File: config.mk
export PLATFORM = sky130hd
export DESIGN_NAME = solar_tracker_control
export DESIGN_NICKNAME = d
export VERILOG_FILES = /design/src/rtl/solar_tracker_control.sv
export SDC_FILE = /design/constraint.sdc
export NUM_CORES = 1
export LEC_CHECK = 0
export CORE_MARGIN = 4
export CORE_UTILIZATION = 54
export CTS_BUF_LIST = sky130_fd_sc_hd__clkbuf_4 sky130_fd_sc_hd__clkbuf_8 sky130_fd_sc_hd__clkbuf_16
export DETAILED_ROUTE_END_ITERATION = 8
export PLACE_DENSITY_LB_ADDON = 0.1
export SYNTH_ARGS = -nofsm -noshare
export SYNTH_HDL_FRONTEND = slang
export SYNTH_SLANG_ARGS = --single-unit
File: constraint.sdc
create_clock -name clk -period 3.29 [get_ports clk]
set_input_delay 0.329 -clock clk [delete_from_list [all_inputs] [get_ports clk]]
set_output_delay 0.329 -clock clk [all_outputs]
set_load 0.01 [all_outputs]
File: src/rtl/solar_tracker_control.sv
// Two-axis lux-balancing stepper tracker: compares opposing lux pairs, pulses one step per axis per decision, then settles.
// Optional over-temperature stow (drive both axes home) is built when TRACKER_OVERTEMP_STOW_EN is defined.
module solar_tracker_control #(
    parameter logic [15:0]        DEADBAND      = 16'd64,
    parameter logic [31:0]        STEP_DIV      = 32'd50000,
    parameter logic [31:0]        SETTLE_CYCLES = 32'd1000000,
    parameter logic [9:0]         POS_MAX       = 10'd1023,
    parameter logic signed [8:0]  STOW_TEMP     = 9'sd160
) (
    input  logic        clk,
    input  logic        rst,
    input  logic        enable,
    input  logic [15:0] n_lux,
    input  logic [15:0] e_lux,
    input  logic [15:0] s_lux,
    input  logic [15:0] w_lux,
    input  logic [8:0]  solar_celcius,
    output logic        az_step,
    output logic        az_dir,
    output logic        el_step,
    output logic        el_dir,
    output logic [9:0]  az_pos,
    output logic [9:0]  el_pos,
    output logic        busy,
    output logic        stowed
);

    localparam logic [2:0] IDLE    = 3'd0;
    localparam logic [2:0] COMPARE = 3'd1;
    localparam logic [2:0] AZ_HI   = 3'd2;
    localparam logic [2:0] AZ_LO   = 3'd3;
    localparam logic [2:0] EL_HI   = 3'd4;
    localparam logic [2:0] EL_LO   = 3'd5;
    localparam logic [2:0] SETTLE  = 3'd6;

    logic [2:0]  state;
    logic [31:0] cnt;
    logic        el_pend;

    // 17-bit compares so lux + DEADBAND can never overflow
    logic [16:0] e17, w17, n17, s17, db17;
    logic        want_east, want_west, want_south, want_north;
    logic        az_want, el_want, az_dir_n, el_dir_n, az_go, el_go;
    logic        step_done, settle_done;

    assign e17  = {1'b0, e_lux};
    assign w17  = {1'b0, w_lux};
    assign n17  = {1'b0, n_lux};
    assign s17  = {1'b0, s_lux};
    assign db17 = {1'b0, DEADBAND};

    assign want_east  = e17 > (w17 + db17);
    assign want_west  = w17 > (e17 + db17);
    assign want_south = s17 > (n17 + db17);
    assign want_north = n17 > (s17 + db17);

`ifdef TRACKER_OVERTEMP_STOW_EN
    logic stow_hot;
    assign stow_hot = $signed(solar_celcius) > STOW_TEMP;
`else
    logic unused_temp;
    assign unused_temp = ^solar_celcius;
`endif

    always_comb begin
        az_want  = want_east | want_west;
        az_dir_n = want_east;
        el_want  = want_south | want_north;
        el_dir_n = want_south;
`ifdef TRACKER_OVERTEMP_STOW_EN
        // Overheated: lux is ignored and both axes walk back toward home
        if (stow_hot) begin
            az_want  = (az_pos != 10'd0);
            az_dir_n = 1'b0;
            el_want  = (el_pos != 10'd0);
            el_dir_n = 1'b0;
        end
`endif
    end

    assign az_go = az_want && !(az_dir_n ? (az_pos == POS_MAX) : (az_pos == 10'd0));
    assign el_go = el_want && !(el_dir_n ? (el_pos == POS_MAX) : (el_pos == 10'd0));

    assign step_done   = (cnt == STEP_DIV - 32'd1);
    assign settle_done = (cnt == SETTLE_CYCLES - 32'd1);

    always_ff @(posedge clk) begin
        if (rst) begin
            state   <= IDLE;
            cnt     <= 32'd0;
            el_pend <= 1'b0;
            az_dir  <= 1'b0;
            el_dir  <= 1'b0;
            az_pos  <= 10'd0;
            el_pos  <= 10'd0;
        end else begin
            case (state)
                IDLE: begin
                    cnt <= 32'd0;
                    if (enable) state <= COMPARE;
                end
                COMPARE: begin
                    cnt     <= 32'd0;
                    el_pend <= el_go;
                    if (az_go) az_dir <= az_dir_n;
                    if (el_go) el_dir <= el_dir_n;
                    state <= az_go ? AZ_HI : (el_go ? EL_HI : SETTLE);
                end
                AZ_HI: begin
                    if (step_done) begin
                        cnt   <= 32'd0;
                        state <= AZ_LO;
                        if (az_dir && az_pos != POS_MAX)  az_pos <= az_pos + 10'd1;
                        else if (!az_dir && az_pos != 10'd0) az_pos <= az_pos - 10'd1;
                    end else begin
                        cnt <= cnt + 32'd1;
                    end
                end
                AZ_LO: begin
                    if (step_done) begin
                        cnt   <= 32'd0;
                        state <= !enable ? IDLE : (el_pend ? EL_HI : SETTLE);
                    end else begin
                        cnt <= cnt + 32'd1;
                    end
                end
                EL_HI: begin
                    if (step_done) begin
                        cnt   <= 32'd0;
                        state <= EL_LO;
                        if (el_dir && el_pos != POS_MAX)  el_pos <= el_pos + 10'd1;
                        else if (!el_dir && el_pos != 10'd0) el_pos <= el_pos - 10'd1;
                    end else begin
                        cnt <= cnt + 32'd1;
                    end
                end
                EL_LO: begin
                    if (step_done) begin
                        cnt   <= 32'd0;
                        state <= enable ? SETTLE : IDLE;
                    end else begin
                        cnt <= cnt + 32'd1;
                    end
                end
                SETTLE: begin
                    if (!enable || settle_done) begin
                        cnt   <= 32'd0;
                        state <= IDLE;
                    end else begin
                        cnt <= cnt + 32'd1;
                    end
                end
                default: begin
                    cnt   <= 32'd0;
                    state <= IDLE;
                end
            endcase
        end
    end

`ifdef TRACKER_OVERTEMP_STOW_EN
    always_ff @(posedge clk) begin
        if (rst)                    stowed <= 1'b0;
        else if (state == COMPARE)  stowed <= stow_hot;
    end
`else
    assign stowed = 1'b0;
`endif

    assign az_step = (state == AZ_HI);
    assign el_step = (state == EL_HI);
    assign busy    = (state != IDLE);

endmodule

# Yosys cells after proc, flatten, opt, wreduce, memory -nomap -nowiden
# Cells that the tools add are included.
dict set report word_totals {
  reg_bits 58
  input_bits 76
}
dict set report op_classes {
  n_addsub 9
  magnitude_cmp 4
  n_eq_ne 18
  mux 21
  bitwise_logic 2
  reduce_logical 26
}
# op n
set ops {}
lappend ops {{adder 16 x 7 -> 17 bit (second input constant)} 4}
lappend ops {{> comparator 16 x 17 -> 1 bit} 4}
lappend ops {{2-to-1 mux 32 bit} 2}
lappend ops {{one-hot mux 32 bit (2 select lines)} 1}
lappend ops {{2-to-1 mux 10 bit} 4}
lappend ops {{adder 32 x 1 -> 32 bit (second input constant)} 1}
lappend ops {{equality test 32 x 16 -> 1 bit (second input constant)} 1}
lappend ops {{equality test 32 x 20 -> 1 bit (second input constant)} 1}
lappend ops {{2-to-1 mux 3 bit} 9}
lappend ops {{one-hot mux 3 bit (7 select lines)} 1}
lappend ops {{adder 10 x 1 -> 10 bit (second input constant)} 2}
lappend ops {{equality test 10 bit (second input constant)} 2}
lappend ops {{zero test 10 bit} 2}
lappend ops {{!= test 10 bit (second input constant)} 2}
lappend ops {{nonzero test 10 bit} 2}
lappend ops {{subtractor 10 x 1 -> 10 bit (second input constant)} 2}
lappend ops {{equality test 3 bit (second input constant)} 3}
lappend ops {{!= test 2 bit (second input constant)} 4}
lappend ops {{equality test 3 x 2 -> 1 bit (second input constant)} 2}
lappend ops {{logical AND 1 bit} 6}
lappend ops {{AND reduction 3 bit} 2}
lappend ops {{AND reduction 6 bit} 1}
lappend ops {{zero test 1 bit} 5}
lappend ops {{2-to-1 mux 2 bit} 2}
lappend ops {{10 further kinds} 15}

# Logic depth before layout (Yosys ltp)
# Gate-level depths: netlist of the first run.
dict set report depth {
  depth_word 8
  mapped_depth 13
  mapped_depth_nobuf 13
}

# Worst setup path after synthesis of the first run
# OpenSTA, ideal clock, no wires.
dict set report synth_path {
  kind {register -> register}
  start {register az_pos[0]}
  end {register az_pos[8]}
  setup_time_ns 0.128
  t_arrival_ns 2.893
  slack_ns 0.270
  stages_incl_launch_ff 11
  path_buffers 0
  path_cell_list {dfxtp_1 nand4_1 o31ai_1 ha_1 a21oi_1 o21ai_0 o211a_1 o41a_1 xor2_1 mux2i_1 nor2_1}
}
dict set report synth_via {
  elab_chain_len 4
}
# element line
set synth_rtl {}
lappend synth_rtl {{start: declaration} 22} ;# output logic [9:0] az_pos,
lappend synth_rtl {{start signal: assignment} 113} ;# if (az_dir && az_pos != POS_MAX) az_pos <= az_pos + 10'd1;
lappend synth_rtl {{start signal: assignment} 114} ;# else if (!az_dir && az_pos != 10'd0) az_pos <= az_pos - 10'd1;
lappend synth_rtl {{branches (longest 4 deep; another with subtractor 10 x 1 -> 10 bit)} --}
# Parallel ways; which one is timed is not known. The select of a mux whose other input is x is not followed.
# A chain may end at the register's enable or synchronous reset.

# Worst setup path in the final report of the first run
dict set report layout_path {
  start {input port w_lux[7]}
  end {register state[1]}
}
dict set report layout_via {
  elab_chain_len 7
}
# element line
set layout_rtl {}
lappend layout_rtl {{start: declaration} 16} ;# input logic [15:0] w_lux,
lappend layout_rtl {{adder 16 x 7 -> 17 bit} 52} ;# assign want_east = e17 > (w17 + db17);
lappend layout_rtl {{> comparator 16 x 17 -> 1 bit} 52}
lappend layout_rtl {{2-to-1 mux 1 bit} 81} ;# assign az_go = az_want && !(az_dir_n ? (az_pos == POS_MAX) : (az_pos == 10'd0));
lappend layout_rtl {{zero test 1 bit} 81}
lappend layout_rtl {{logical AND 1 bit *} 81}
lappend layout_rtl {{2-to-1 mux 3 bit *} 107} ;# state <= az_go ? AZ_HI : (el_go ? EL_HI : SETTLE);
lappend layout_rtl {{one-hot mux 3 bit (7 select lines) *} 97} ;# case (state)
lappend layout_rtl {{end signal: assignment} 107}
lappend layout_rtl {{end signal: assignment} 122} ;# state <= !enable ? IDLE : (el_pend ? EL_HI : SETTLE);
lappend layout_rtl {{end signal: assignment} 140} ;# state <= enable ? SETTLE : IDLE;
lappend layout_rtl {{end: declaration} 36} ;# logic [2:0] state;
# Every way passes the cells marked *; elsewhere a longest branch is shown, timed or not.

==> results of run 1 <==
-- sequential cells by signal, indices dropped and copies added, names as in the netlist --
name and flops:
az_dir 1, el_dir 1, cnt 32, el_pos 10, el_pend 1, state 3, az_pos 10
-- cell families after synthesis --
logic type | after synthesis
other | 1
DFF | 58
buffers and inverters | 52
adders and majority gates | 86
muxes | 20
xor gates and xnor gates | 80
AOI/OAI and AO/OA | 108
and+or+nand+nor | 269
-- what timing repair did --
item | 4_1_cts | 5_1_grt
resized for setup | 0 | 8
buffers inserted | 0 | 1
setup endpoints to repair | 0 | 2
-- per-layer routing --
layer | GRT usage [%] | share of wire [%] | vias up | wire (µm)
li1 | - | - | 2684 | -
met1 | 29.8 | 46 | 2444 | 6270
met2 | 38.9 | 48 | 114 | 6530
met3 | 3.26 | 4.7 | 22 | 649
met4 | 7.57 | 1.7 | 0 | 239
met5 | 0 | 0 | - | 0
-- where the power goes --
group	switching, mW	total (mW)	internal [mW]
logic	0.461	0.900	0.439
clock network	0.274	0.750	0.476
registers	0.0664	0.800	0.734
-- synth_stat cells (2+ instances only) --
cell type	instances	area, µm²
a2111o_1	2	22.5
a2111oi_0	4	35.0
a211o_1	2	17.5
a211oi_1	3	22.5
a211oi_2	2	25.0
a21boi_1	2	15.0
a21o_1	9	67.6
a21oi_1	24	120
a31oi_1	4	25.0
a41oi_1	2	17.5
and3_1	18	113
and4_1	4	35.0
buf_1	2	7.51
buf_6	2	22.5
clkbuf_1	7	26.3
dfxtp_1	58	1160
fa_1	2	40.0
ha_1	84	1050
inv_1	39	146
mux2_2	2	22.5
mux2i_1	16	160
nand2_1	37	139
nand2b_1	3	18.8
nand3_1	50	250
nand3_4	2	35.0
nand4_1	15	93.8
nor2_1	91	342
nor2b_1	6	37.5
nor3_1	15	75.1
nor4_1	8	50.1
nor4_4	2	42.5
nor4b_1	2	17.5
o211ai_1	5	37.5
o21a_1	4	30.0
o21ai_0	14	70.1
o21ai_1	9	45.0
o21bai_1	5	37.5
o31ai_1	2	15.0
or3_1	4	25.0
or4_1	4	30.0
xnor2_1	39	342
xor2_1	41	359
-- critical path: stages --
cell and delay, ns:
clkdlybuf4s50_1 0.51, ha_2 0.20, nand2_1 0.06, nor2_2 0.11, nand3_1 0.10, xor2_1 0.18
ha_1 0.33, and3_4 0.19, a221oi_2 0.24, nor2b_2 0.19, a311oi_2 0.12, buf_4 0.16
nor2b_1 0.13, or3_1 0.35, o21ba_1 0.16
-- worst max path at each step --
stage,startpoint,end,depth (start not counted)
2_1_floorplan,az_pos[0]$_SDFFE_PP0P_,az_pos[8]$_SDFFE_PP0P_,10
3_3_place_gp,w_lux[6],state[1]$_SDFFE_PP0P_,14
3_5_place_dp,w_lux[6],state[2]$_SDFFE_PP0P_,14
4_1_cts,w_lux[7],state[2]$_SDFFE_PP0P_,14
5_1_grt,w_lux[7],state[1]$_SDFFE_PP0P_,15
6_report,w_lux[7],state[1]$_SDFFE_PP0P_,15
-- layout make-up --
cell class | instances | area share, %
Clock buffer | 12 | 2.25
Clock inverter | 4 | 1.04
Inverter | 40 | 2.12
Multi-Input combinational cell | 564 | 59.1
Sequential cell | 58 | 16.4
Tap cell | 133 | 2.35
Timing Repair Buffer | 127 | 16.7
==> flow_metrics.tcl, run 1 <==
set metrics [dict create \
    outcome "finished, final reports clean" \
    grt_setup_unrepaired "no" \
    grt_pass1_wl_um 22500 \
    post-place-ws_ns -0.274 \
    final_common_cell "clkdlybuf4s50_1" \
    power_mw 2.45 \
    finalMaxSlewViolations 0 \
    die_h_um 109 \
    fin_nets 962 \
    antenna_left 0 \
    synthMuxAreaShare_pct 3.91 \
    fp.coreArea_um2 9860 \
    cts_num_sinks 58 \
    setup_tns_ns 0 \
    min-delay-start "cnt[0]$_SDFF_PP0_" \
    synth_edf_count 0 \
    synth-xor-area-share_pct 12.7 \
    io_buffers 91 \
    rows 36 \
    post-route-drc-count 0 \
    yosys_warnings 0 \
    max-clock-path-buffers 2 \
    avgSynthCellArea_um2 8.20 \
    synth_fp_nets 836 \
    final_core_util_pct 71.7 \
    yosys.area_share.simple_pct 25.1 \
    seq_area_um2 1160 \
    r2r_cells 10 \
    fin_crit_sh_pct 95.7 \
    relSlewSlack_pct 61.2 \
    cp-start-kind "input pin" \
    path_max_fanout 3 \
    vdd_drop_max_v 0.000372 \
    worst_slack_ns 0.141 \
    cap_violations 0 \
    ctsHtreeMaxLevel 3 \
    multi_input_area_um2 4190 \
    powerDensity_nw_per_um2 346 \
    place_area_um2 6810 \
    layout.cells.non_filler 938 \
    syn-instance-count 674 \
    num_vias 5264 \
    clockRootBuffer "clkbuf_8" \
    ys_seq_elements 58 \
    hpwlAfterDp_um 10800 \
    cts_hold_buf 0 \
    hold_viol 0 \
    diodes 0 \
    yosysSeqAreaShare_pct 21.0 \
    synth_top_family_by_area "simple AND/OR/NAND/NOR gates" \
    r2r_start "el_pos[7]$_SDFFE_PP0P_" \
    numPlacedInstances 921 \
    grt_antenna_before_repair 0 \
    cts_buffers 9 \
    criticalPathCategory "in2reg" \
    viasPerCell 5.61 \
    clock_latency_ns 0.34 \
    drive_gt1_share_pct 9.32 \
    period_minus_slack_ns 3.15 \
    arrival_ns 3.38 \
    synth-compound-area-share_pct 13.6 \
    start_util_pct 56.1 \
    fillers 778 \
    setup_viol_count_final 0 \
    grt_pass1_vias 5096 \
    clk_pin_slew_ns 0.07 \
    hp-class "reg2reg" \
    io_pins 102 \
    die_width_um 109 \
    critPathCaptureType "flip-flop" \
    timing.rr.end "el_pos[9]$_SDFFE_PP0P_" \
    wire_per_inst_um 14.6 \
    synthAdderAreaFrac_pct 19.7 \
    tritoncts "built" \
    ff2ff_setup_slack_ns 0.28 \
    finClkSkew_ns 0.0105 \
    max_freq_mhz 318 \
    hold_end "cnt[0]$_SDFF_PP0_" \
    whs_ns 0.477 \
    drt-initial-drc-count 194 \
    grt-ovfl-total 0 \
    areaGrowthSynthToFinish_pct 28.0 \
    power_leakage_nw 2.90 \
    worst_slew_pin_slew_ns 0.577 \
    hold_path_depth 1 \
    gp_congestion 0.946 \
    wirelength_um 13700 \
    yosys.cell_types.count 70 \
    async_flop_share_pct 0 \
    critPathRequiredTime_ns 3.52 \
    grt_usage_pct 22.9 \
    grt_max_degree 31 \
    final_area_um2 7080 \
    synth_area_um2 5530 \
    die_area_um2 11900 \
    synthFlopType "dfxtp_1" \
    first_pass_iters 4 \
    final_cell_mix "91 x clkdlybuf4s50_1, 90 x nor2_1, 83 x ha_1" \
]
Note: power is estimated with default switching activity, not from simulation.
==> inputs of run 2 (changes only) <==
- CORE_ASPECT_RATIO: unset -> 2
- CORE_MARGIN: 4 -> unset
==> flow_metrics.tcl, run 2 (synthesis gave the netlist of run 1 again) <==
set metrics [dict create \
    relSlewSlack_pct 56.9 \
    cts_resized 0 \
    start_util_pct 56.3 \
    grt-ovfl-total 0 \
    cts_setup_buffers 0 \
    wire_per_inst_um 16.2 \
    areaGrowthSynthToFinish_pct 29.9 \
    num_vias 5448 \
    setup_viol_count_final 0 \
    powerDensity_nw_per_um2 370 \
    die_width_um 73.6 \
    fin_crit_sh_pct 95.1 \
    outcome "finished, final reports clean" \
    rows 51 \
    tritoncts "built" \
    cts_num_sinks 58 \
    clock_latency_ns 0.33 \
    whs_ns 0.510 \
    worst_path_max_delay_cell "clkdlybuf4s50_1" \
    post-route-drc-count 0 \
    final_common_cell "clkdlybuf4s50_1" \
    drt-initial-drc-count 121 \
    die_h_um 145 \
    diodes 0 \
    max-clock-path-buffers 2 \
    grt_pass1_vias 5683 \
    grt_antenna_before_repair 0 \
    first_pass_iters 4 \
    wirelength_um 15300 \
    fin_nets 968 \
    arrival_ns 3.36 \
    power_mw 2.66 \
    antenna_left 0 \
    cp-start-kind "input pin" \
    critPathCaptureType "flip-flop" \
    die_area_um2 10700 \
    hpwlAfterDp_um 12100 \
    criticalPathCategory "in2reg" \
    cts_hold_buf 0 \
    use_met3_pct 4.79 \
    max_freq_mhz 320 \
    final_cell_mix "91 x clkdlybuf4s50_1, 89 x nor2_1, 83 x ha_1" \
    clockRootBuffer "clkbuf_16" \
    grt_max_degree 31 \
    hp-class "reg2reg" \
    worst-path-buf-inv 2 \
    worst_slack_ns 0.162 \
    reg_top3 "cnt: 32 flops, az_pos: 10 flops, el_pos: 10 flops" \
    viasPerCell 5.78 \
    layout.cells.non_filler 943 \
    fillers 816 \
    power_leakage_nw 2.95 \
    grt_pass1_wl_um 25200 \
    numPlacedInstances 927 \
    io_buffers 91 \
    finClkSkew_ns 0.00564 \
    cpPeakStageDelay_ns 0.50 \
    regMostFlops "cnt" \
    grt-busiest-layer "met2" \
    fp.coreArea_um2 9830 \
    clk_pin_slew_ns 0.05 \
    largest_reg_flops 32 \
    path_max_fanout 2 \
    met1_usage_pct 27.0 \
    critPathRequiredTime_ns 3.52 \
    gp_congestion 0.914 \
    worstPathCellList "clkdlybuf4s50_1 > ha_2 > nand2_1 > nor2_2 > nand3_1 > xor2_1 > ha_1 > and3_4 > a221oi_2 > nor2b_2 > a311oi_2 > buf_4 > nor2b_1 > or3_1 > o21ba_1" \
    hold_viol 0 \
    post-place-ws_ns -0.220 \
    ctsHtreeMaxLevel 3 \
    vdd_drop_max_v 0.000539 \
    cts_buffers 9 \
    drive_gt1_share_pct 9.99 \
    grt_usage_pct 29.8 \
    io_pins 102 \
    final_core_util_pct 73.1 \
    period_minus_slack_ns 3.13 \
    finalMaxSlewViolations 0 \
    crit_family "simple AND/OR/NAND/NOR gates" \
    worst_slew_pin_slew_ns 0.641 \
    cap_violations 0 \
    grtUsageMet2_pct 56.4 \
]
[run 2: cell count changes in the layout (fill, tap and decap cells not counted), moves of 2 or more]
cell and delta:
clkbuf_8 -11, clkinvlp_4 +2, clkbuf_16 +9, buf_4 +6
[run 2: path summary, 6_finish.rpt]
check / startpoint / end / slack [ns] / depth (start not counted)
hold / removal: cnt[0]$_SDFF_PP0_ / cnt[0]$_SDFF_PP0_ / 0.51 / 1
setup reg to reg: el_pos[0]$_SDFFE_PP0P_ / el_pos[9]$_SDFFE_PP0P_ / 0.49 / 10
hold reg to reg: cnt[0]$_SDFF_PP0_ / cnt[0]$_SDFF_PP0_ / 0.51 / 1
setup / recovery: w_lux[6] / state[1]$_SDFFE_PP0P_ / 0.16 / 15
[run 2: cell type report]
type / instances / area, µm² / area share [%]
Tap cell: 132 / 165 / 2.30
Multi-Input combinational cell: 564 / 4180 / 58.3
Sequential cell: 58 / 1160 / 16.2
Timing Repair Buffer: 133 / 1230 / 17.1
Clock inverter: 5 / 55.1 / 0.767
Clock buffer: 11 / 240 / 3.35
Inverter: 40 / 150 / 2.09
[run 2: per-stage QoR]
stage / cell area, µm² / setup TNS [ns]
after floorplan: 5530 / 0
after global placement: 6860 / -0.292
final: 7180 / 0
after CTS: 7150 / 0
after global routing: 7180 / -0.0316
after detailed placement: 6860 / -0.408
[run 2: per-layer routing]
metal	wire, µm	share of wire [%]
met5	0	0
met4	974	6.4
met3	505	3.3
met2	8490	56
met1	5280	35
[run 2: where the power goes]
group,switching (mW),leakage [nW],internal (mW)
Clock,0.327,0.142,0.599
Combinational,0.473,2.34,0.453
Sequential,0.0694,0.468,0.735
Total,0.869,2.95,1.79
